### src/rtl/dual_port_ram_bist_pkg.sv
// Shared encodings for the March C- BIST controller: FSM states, R/W phase
// and the per-element direction / read-pattern / write-pattern table.
package dual_port_ram_bist_pkg;

    typedef enum logic [3:0] {
        IDLE,
        M0,
        M1,
        M2,
        M3,
        M4,
        M5,
        M5_LAST,
        DONE
    } state_t;

    typedef enum logic {
        PH_R,
        PH_W
    } phase_t;

    // Bit i of each mask describes March element Mi (M0..M5).
    localparam logic [5:0] ELEM_DOWN = 6'b011000;
    localparam logic [5:0] ELEM_RPAT = 6'b010100;
    localparam logic [5:0] ELEM_WPAT = 6'b001010;

    function automatic logic [2:0] elem_idx(input state_t s);
        case (s)
            M0:      return 3'd0;
            M1:      return 3'd1;
            M2:      return 3'd2;
            M3:      return 3'd3;
            M4:      return 3'd4;
            M5:      return 3'd5;
            M5_LAST: return 3'd5;
            default: return 3'd0;
        endcase
    endfunction

    function automatic state_t next_elem(input state_t s);
        case (s)
            M0:      return M1;
            M1:      return M2;
            M2:      return M3;
            M3:      return M4;
            M4:      return M5;
            default: return IDLE;
        endcase
    endfunction

endpackage

### src/rtl/dual_port_ram_bist_addr_gen.sv
// Up/down address counter for the BIST: loads the element start address and
// flags (registered) when the element-terminal address is reached.
module bist_addr_gen #(
    parameter int unsigned MEM_LENGTH = 64,
    parameter int unsigned AW         = $clog2(MEM_LENGTH)
) (
    input  logic          clk,
    input  logic          rst,
    input  logic          load,
    input  logic          step,
    input  logic          dir,
    output logic [AW-1:0] addr,
    output logic          last
);

    localparam logic [AW-1:0] TOP_ADDR = AW'(MEM_LENGTH - 1);

    logic [AW-1:0] addr_nxt;

    always_comb begin
        addr_nxt = dir ? (addr - AW'(1)) : (addr + AW'(1));
    end

    // With MEM_LENGTH >= 2 a freshly loaded start address is never terminal.
    always_ff @(posedge clk or negedge rst) begin
        if (!rst) begin
            addr <= '0;
            last <= 1'b0;
        end else if (load) begin
            addr <= dir ? TOP_ADDR : '0;
            last <= 1'b0;
        end else if (step) begin
            addr <= addr_nxt;
            last <= dir ? (addr_nxt == '0) : (addr_nxt == TOP_ADDR);
        end
    end

endmodule

### src/rtl/dual_port_ram_bist.sv
// March C- self-test initiator for Dual_port_ram: writes through port a,
// reads through port b, reports pass/fail, first failing word and error count.
module dual_port_ram_bist
    import dual_port_ram_bist_pkg::*;
#(
    parameter int unsigned DATA_WIDTH = 8,
    parameter int unsigned MEM_LENGTH = 64,
    parameter int unsigned ERR_W      = 8,
    localparam int unsigned AW        = $clog2(MEM_LENGTH)
) (
    input  logic                  clk,
    input  logic                  rst,
    input  logic                  start,
    output logic                  busy,
    output logic                  done,
    output logic                  fail,
    output logic [AW-1:0]         fail_addr,
    output logic [DATA_WIDTH-1:0] fail_data,
    output logic [ERR_W-1:0]      err_count,
    output logic                  wen_a,
    output logic [AW-1:0]         write_address_a,
    output logic [DATA_WIDTH-1:0] data_in_a,
    output logic [AW-1:0]         read_address_b,
    input  logic [DATA_WIDTH-1:0] data_out_b
);

    state_t        state;
    phase_t        phase;
    logic [AW-1:0] addr;
    logic          addr_last;
    logic          cnt_load;
    logic          cnt_step;
    logic          cnt_dir;
    logic [AW-1:0] cmp_addr_q;
    logic          m5_pend;
    logic          cmp_en;
    logic          cmp_bit;
    logic [AW-1:0] cmp_addr;
    logic          miscompare;

    bist_addr_gen #(
        .MEM_LENGTH(MEM_LENGTH),
        .AW        (AW)
    ) u_addr_gen (
        .clk (clk),
        .rst (rst),
        .load(cnt_load),
        .step(cnt_step),
        .dir (cnt_dir),
        .addr(addr),
        .last(addr_last)
    );

    assign write_address_a = addr;
    assign read_address_b  = addr;

    always_comb begin
        cnt_load = 1'b0;
        cnt_step = 1'b0;
        cnt_dir  = ELEM_DOWN[elem_idx(state)];
        cmp_en   = 1'b0;
        cmp_bit  = ELEM_RPAT[elem_idx(state)];
        cmp_addr = addr;
        case (state)
            IDLE, DONE: begin
                if (start) begin
                    cnt_load = 1'b1;
                    cnt_dir  = ELEM_DOWN[0];
                end
            end
            M0: begin
                if (addr_last) begin
                    cnt_load = 1'b1;
                    cnt_dir  = ELEM_DOWN[elem_idx(next_elem(state))];
                end else begin
                    cnt_step = 1'b1;
                end
            end
            M1, M2, M3, M4: begin
                if (phase == PH_W) begin
                    cmp_en = 1'b1;
                    if (addr_last) begin
                        cnt_load = 1'b1;
                        cnt_dir  = ELEM_DOWN[elem_idx(next_elem(state))];
                    end else begin
                        cnt_step = 1'b1;
                    end
                end
            end
            // M5 is pipelined: this cycle checks the word issued one cycle earlier.
            M5: begin
                cmp_en   = m5_pend;
                cmp_addr = cmp_addr_q;
                cnt_step = !addr_last;
            end
            M5_LAST: begin
                cmp_en   = 1'b1;
                cmp_addr = cmp_addr_q;
            end
            default: ;
        endcase
        miscompare = cmp_en && (data_out_b != {DATA_WIDTH{cmp_bit}});
    end

    always_ff @(posedge clk or negedge rst) begin
        if (!rst) begin
            state      <= IDLE;
            phase      <= PH_R;
            busy       <= 1'b0;
            done       <= 1'b0;
            fail       <= 1'b0;
            fail_addr  <= '0;
            fail_data  <= '0;
            err_count  <= '0;
            wen_a      <= 1'b0;
            data_in_a  <= '0;
            cmp_addr_q <= '0;
            m5_pend    <= 1'b0;
        end else begin
            case (state)
                IDLE, DONE: begin
                    if (start) begin
                        state      <= M0;
                        phase      <= PH_R;
                        busy       <= 1'b1;
                        done       <= 1'b0;
                        fail       <= 1'b0;
                        fail_addr  <= '0;
                        fail_data  <= '0;
                        err_count  <= '0;
                        wen_a      <= 1'b1;
                        data_in_a  <= '0;
                        cmp_addr_q <= '0;
                        m5_pend    <= 1'b0;
                    end
                end
                M0: begin
                    if (addr_last) begin
                        state <= M1;
                        phase <= PH_R;
                        wen_a <= 1'b0;
                    end
                end
                M1, M2, M3, M4: begin
                    if (phase == PH_R) begin
                        phase     <= PH_W;
                        wen_a     <= 1'b1;
                        data_in_a <= {DATA_WIDTH{ELEM_WPAT[elem_idx(state)]}};
                    end else begin
                        phase <= PH_R;
                        wen_a <= 1'b0;
                        if (addr_last) begin
                            state <= next_elem(state);
                        end
                    end
                end
                M5: begin
                    m5_pend    <= 1'b1;
                    cmp_addr_q <= addr;
                    if (addr_last) begin
                        state <= M5_LAST;
                    end
                end
                M5_LAST: begin
                    state <= DONE;
                    busy  <= 1'b0;
                    done  <= 1'b1;
                end
                default: state <= IDLE;
            endcase

            if (miscompare) begin
                fail <= 1'b1;
                if (!fail) begin
                    fail_addr <= cmp_addr;
                    fail_data <= data_out_b;
                end
                if (err_count != '1) begin
                    err_count <= err_count + ERR_W'(1);
                end
            end
        end
    end

endmodule

### config.mk
export PLATFORM = sky130hd
export DESIGN_NAME = dual_port_ram_bist
export DESIGN_NICKNAME = d
export VERILOG_FILES = /design/src/rtl/dual_port_ram_bist_pkg.sv /design/src/rtl/dual_port_ram_bist_addr_gen.sv /design/src/rtl/dual_port_ram_bist.sv
export SDC_FILE = /design/constraint.sdc
export NUM_CORES = 1
export LEC_CHECK = 0
export CAP_MARGIN = 20
export CORE_MARGIN = 2
export CORE_UTILIZATION = 40
export DETAILED_ROUTE_END_ITERATION = 8
export GPL_TIMING_DRIVEN = 0
export HOLD_SLACK_MARGIN = 0.03
export PLACE_DENSITY = 0.62
export SLEW_MARGIN = 15
export SYNTH_ARGS = -nofsm -noshare
export SYNTH_HDL_FRONTEND = slang
export SYNTH_SLANG_ARGS = --single-unit
### constraint.sdc
create_clock -name clk -period 3.8 [get_ports clk]
set_input_delay 0.76 -clock clk [delete_from_list [all_inputs] [get_ports clk]]
set_output_delay 0.76 -clock clk [all_outputs]
set_load 0.1 [all_outputs]
==> impl_metrics.toml <==
[timing]
slew_violations = 0
finalCritPeriodShare_pct = 79.6
setup_tns_ns = 0
tightest_slew_ns = 0.982
finalClockSkew_ns = 0.00504
period_minus_slack_ns = 3.03
slew_headroom_pct = 34.3
max_freq_mhz = 331
setup_viol = 0
rsz0062_at_grt = "no"
hold_violations = 0

[cts]
clock-sinks = 46
numCtsBuffers = 5
htreeDepth = 2
clockRootBuffer = "clkbuf_8"
clkLatencyLatePin_ns = 0.30
cts_hold_buffers = 0
tritoncts = "built"
clkTransAtPathRegs_ns = 0.09
post-cts-setup-buffers = 0
ctsResizeCount = 0
clk_path_buf_depth = 2

[logic_synthesis]
synth_area_leader_cell = "dfrtp_1"
yosys-top-cells-area = "dfrtp_1, mux2i_1, nand2_1, buf_4, ha_1"
synth_cell_type_count = 58
synth_area_um2 = 2790
synthCells = 292
ys_seq_area_share_pct = 41.3
synth_fp_nets = 311
synth_top_area_share_pct = 41.3
async_flop_share_pct = 100
syn_avg_cell_area_um2 = 9.54
synth-edff-count = 0
yosysWarnings = 0
synth-seq-cells = 46
ys.flop_type = "dfrtp_1"

[grt]
grt_pass1_vias = 2139
grt-ovfl-total = 0
grt_max_degree = 28
antenna_found_initial = 0
grt_pass1_wl_mm = 10.1
grt_usage_pct = 16.7

[die]
chipHeight_um = 87.5
io_pins = 57
start_util_pct = 41.2
dieWidth_um = 87.5
core_um2 = 6760
dieArea_um2 = 7650
rows = 30

[placement]
gp_congestion = 0.826
place_inst = 429
hpwl_mm = 4.53
portBuffers = 56

[routing]
drt_wl_total_mm = 6.02
vias = 2272
drt-vias-per-instance = 5.20
drtAntennaViolNets = 0
drc = 0
first_iter_violations = 94
dr.pass1.iters = 4
wl_per_cell_um = 13.8

[layout]
layout.cells.most_common_list = "clkdlybuf4s50_1, dfrtp_1, nand2_1"
layout_commonest_cell = "clkdlybuf4s50_1"
drive_gt1_share_pct = 12.6
area_growth_syn_to_layout_pct = 28.3
final_core_utilization_pct = 52.9
n_antenna_cell = 0
nets = 375
layout.cells.non_filler = 437
fillCellCount = 637

[worst_setup_path]
cp.required_ns = 4.02
crit_path_max_fanout = 10
endpoint_kind = "register"
path_class = "reg -> reg"
crit_arrival_ns = 3.25
start_kind = "register"

[status]
status = "complete, no violations"

[flow_run]
drv_cap = 0

[min_path]
hold_path_class = "in -> async"
cells in the mapped netlist, drive strengths merged, types with 2 or more instances:
master	count
nand4	3
o21ai	15
mux2	2
or3	4
ha	7
nor2	14
o31ai	2
clkbuf	6
nor3	2
nand3	6
nand2	43
dfrtp	46
a221o	5
inv	18
a21oi	7
and2	3
nand2b	7
nor4	4
a211oi	5
nor3b	3
o211ai	4
and3	5
o22ai	2
buf	24
a21o	5
nor2b	3
xnor2	3
mux2i	23
kinds of logic after synthesis:
family                   share of synthesized area (%)
adder cells (fa/ha/maj)                           3.86
XOR/XNOR                                          1.53
AND/OR/NAND/NOR                                   20.1
flip-flops                                        41.3
AO/OA/AOI/OAI                                     14.6
buffers and inverters                             9.56
multiplexers                                      9.07
cell type report:
| type | count | area, um^2 | share of cell area [%] |
|---|---|---|---|
| sequential | 46 | 1150 | 32.2 |
| buffer | 30 | 199 | 5.56 |
| clock buffer | 7 | 76.3 | 2.13 |
| multi-input combinational | 198 | 1370 | 38.3 |
| tap | 80 | 100 | 2.80 |
| inverter | 18 | 67.6 | 1.89 |
| timing repair buffer | 57 | 583 | 16.3 |
| clock inverter | 1 | 30.0 | 0.840 |
state kept, by name, indices dropped and copies added (netlist names), 4 cells and up:
name,flops
cmp_addr_q,6
err_count,8
fail_addr,6
fail_data,8
state,4
u_addr_gen.addr,6
path summary, 6_finish.rpt:
| path | startpoint | end | slack (ns) | cells past startpoint |
|---|---|---|---|---|
| worst min register to register | m5_pend$_DFFE_PN0P_ | m5_pend$_DFFE_PN0P_ | 0.48 | 1 |
| min in group clk | m5_pend$_DFFE_PN0P_ | m5_pend$_DFFE_PN0P_ | 0.48 | 1 |
| worst max register to register | state[2]$_DFFE_PN0P_ | u_addr_gen.last$_DFFE_PN0P_ | 0.77 | 11 |
| max in group asynchronous | rst | u_addr_gen.last$_DFFE_PN0P_ | 2.79 | 2 |
| worst max-delay path | state[2]$_DFFE_PN0P_ | u_addr_gen.last$_DFFE_PN0P_ | 0.77 | 11 |
| worst min-delay path | rst | err_count[6]$_DFF_PN0_ | 0.48 | 1 |
per-layer routing:
metal / global-route usage (%) / part of all wire (%) / up-vias
li1: - / - / 1138
met4: 4.62 / 1.2 / 0
met5: 0 / 0 / -
met1: 22.9 / 49 / 1073
met3: 3.89 / 4.8 / 5
met2: 26.3 / 45 / 56
metrics by stage:
stage	worst slack (ns)	cell area [um^2]	hold slack, ns
2_1_floorplan	1.10	2790	0.444
3_3_place_gp	0.609	3450	0.468
3_5_place_dp	0.809	3470	0.468
4_1_cts	0.781	3580	0.493
5_1_grt	0.492	3580	0.516
6_report	0.774	3580	0.483
critical path, stage by stage, from the launching register on:
cell and delay, ns:
dfrtp_1 0.37, buf_6 0.15, buf_2 0.22, nor2b_1 0.16, mux2i_1 0.12, nor2_1 0.41
ha_1 0.35, and3_1 0.20, or3_1 0.39, a211oi_1 0.22, o2bb2a_1 0.24, o21ai_1 0.13
Power is not shown: default switching activity piles up to over one toggle a cycle in this logic, so the estimate is an artifact.
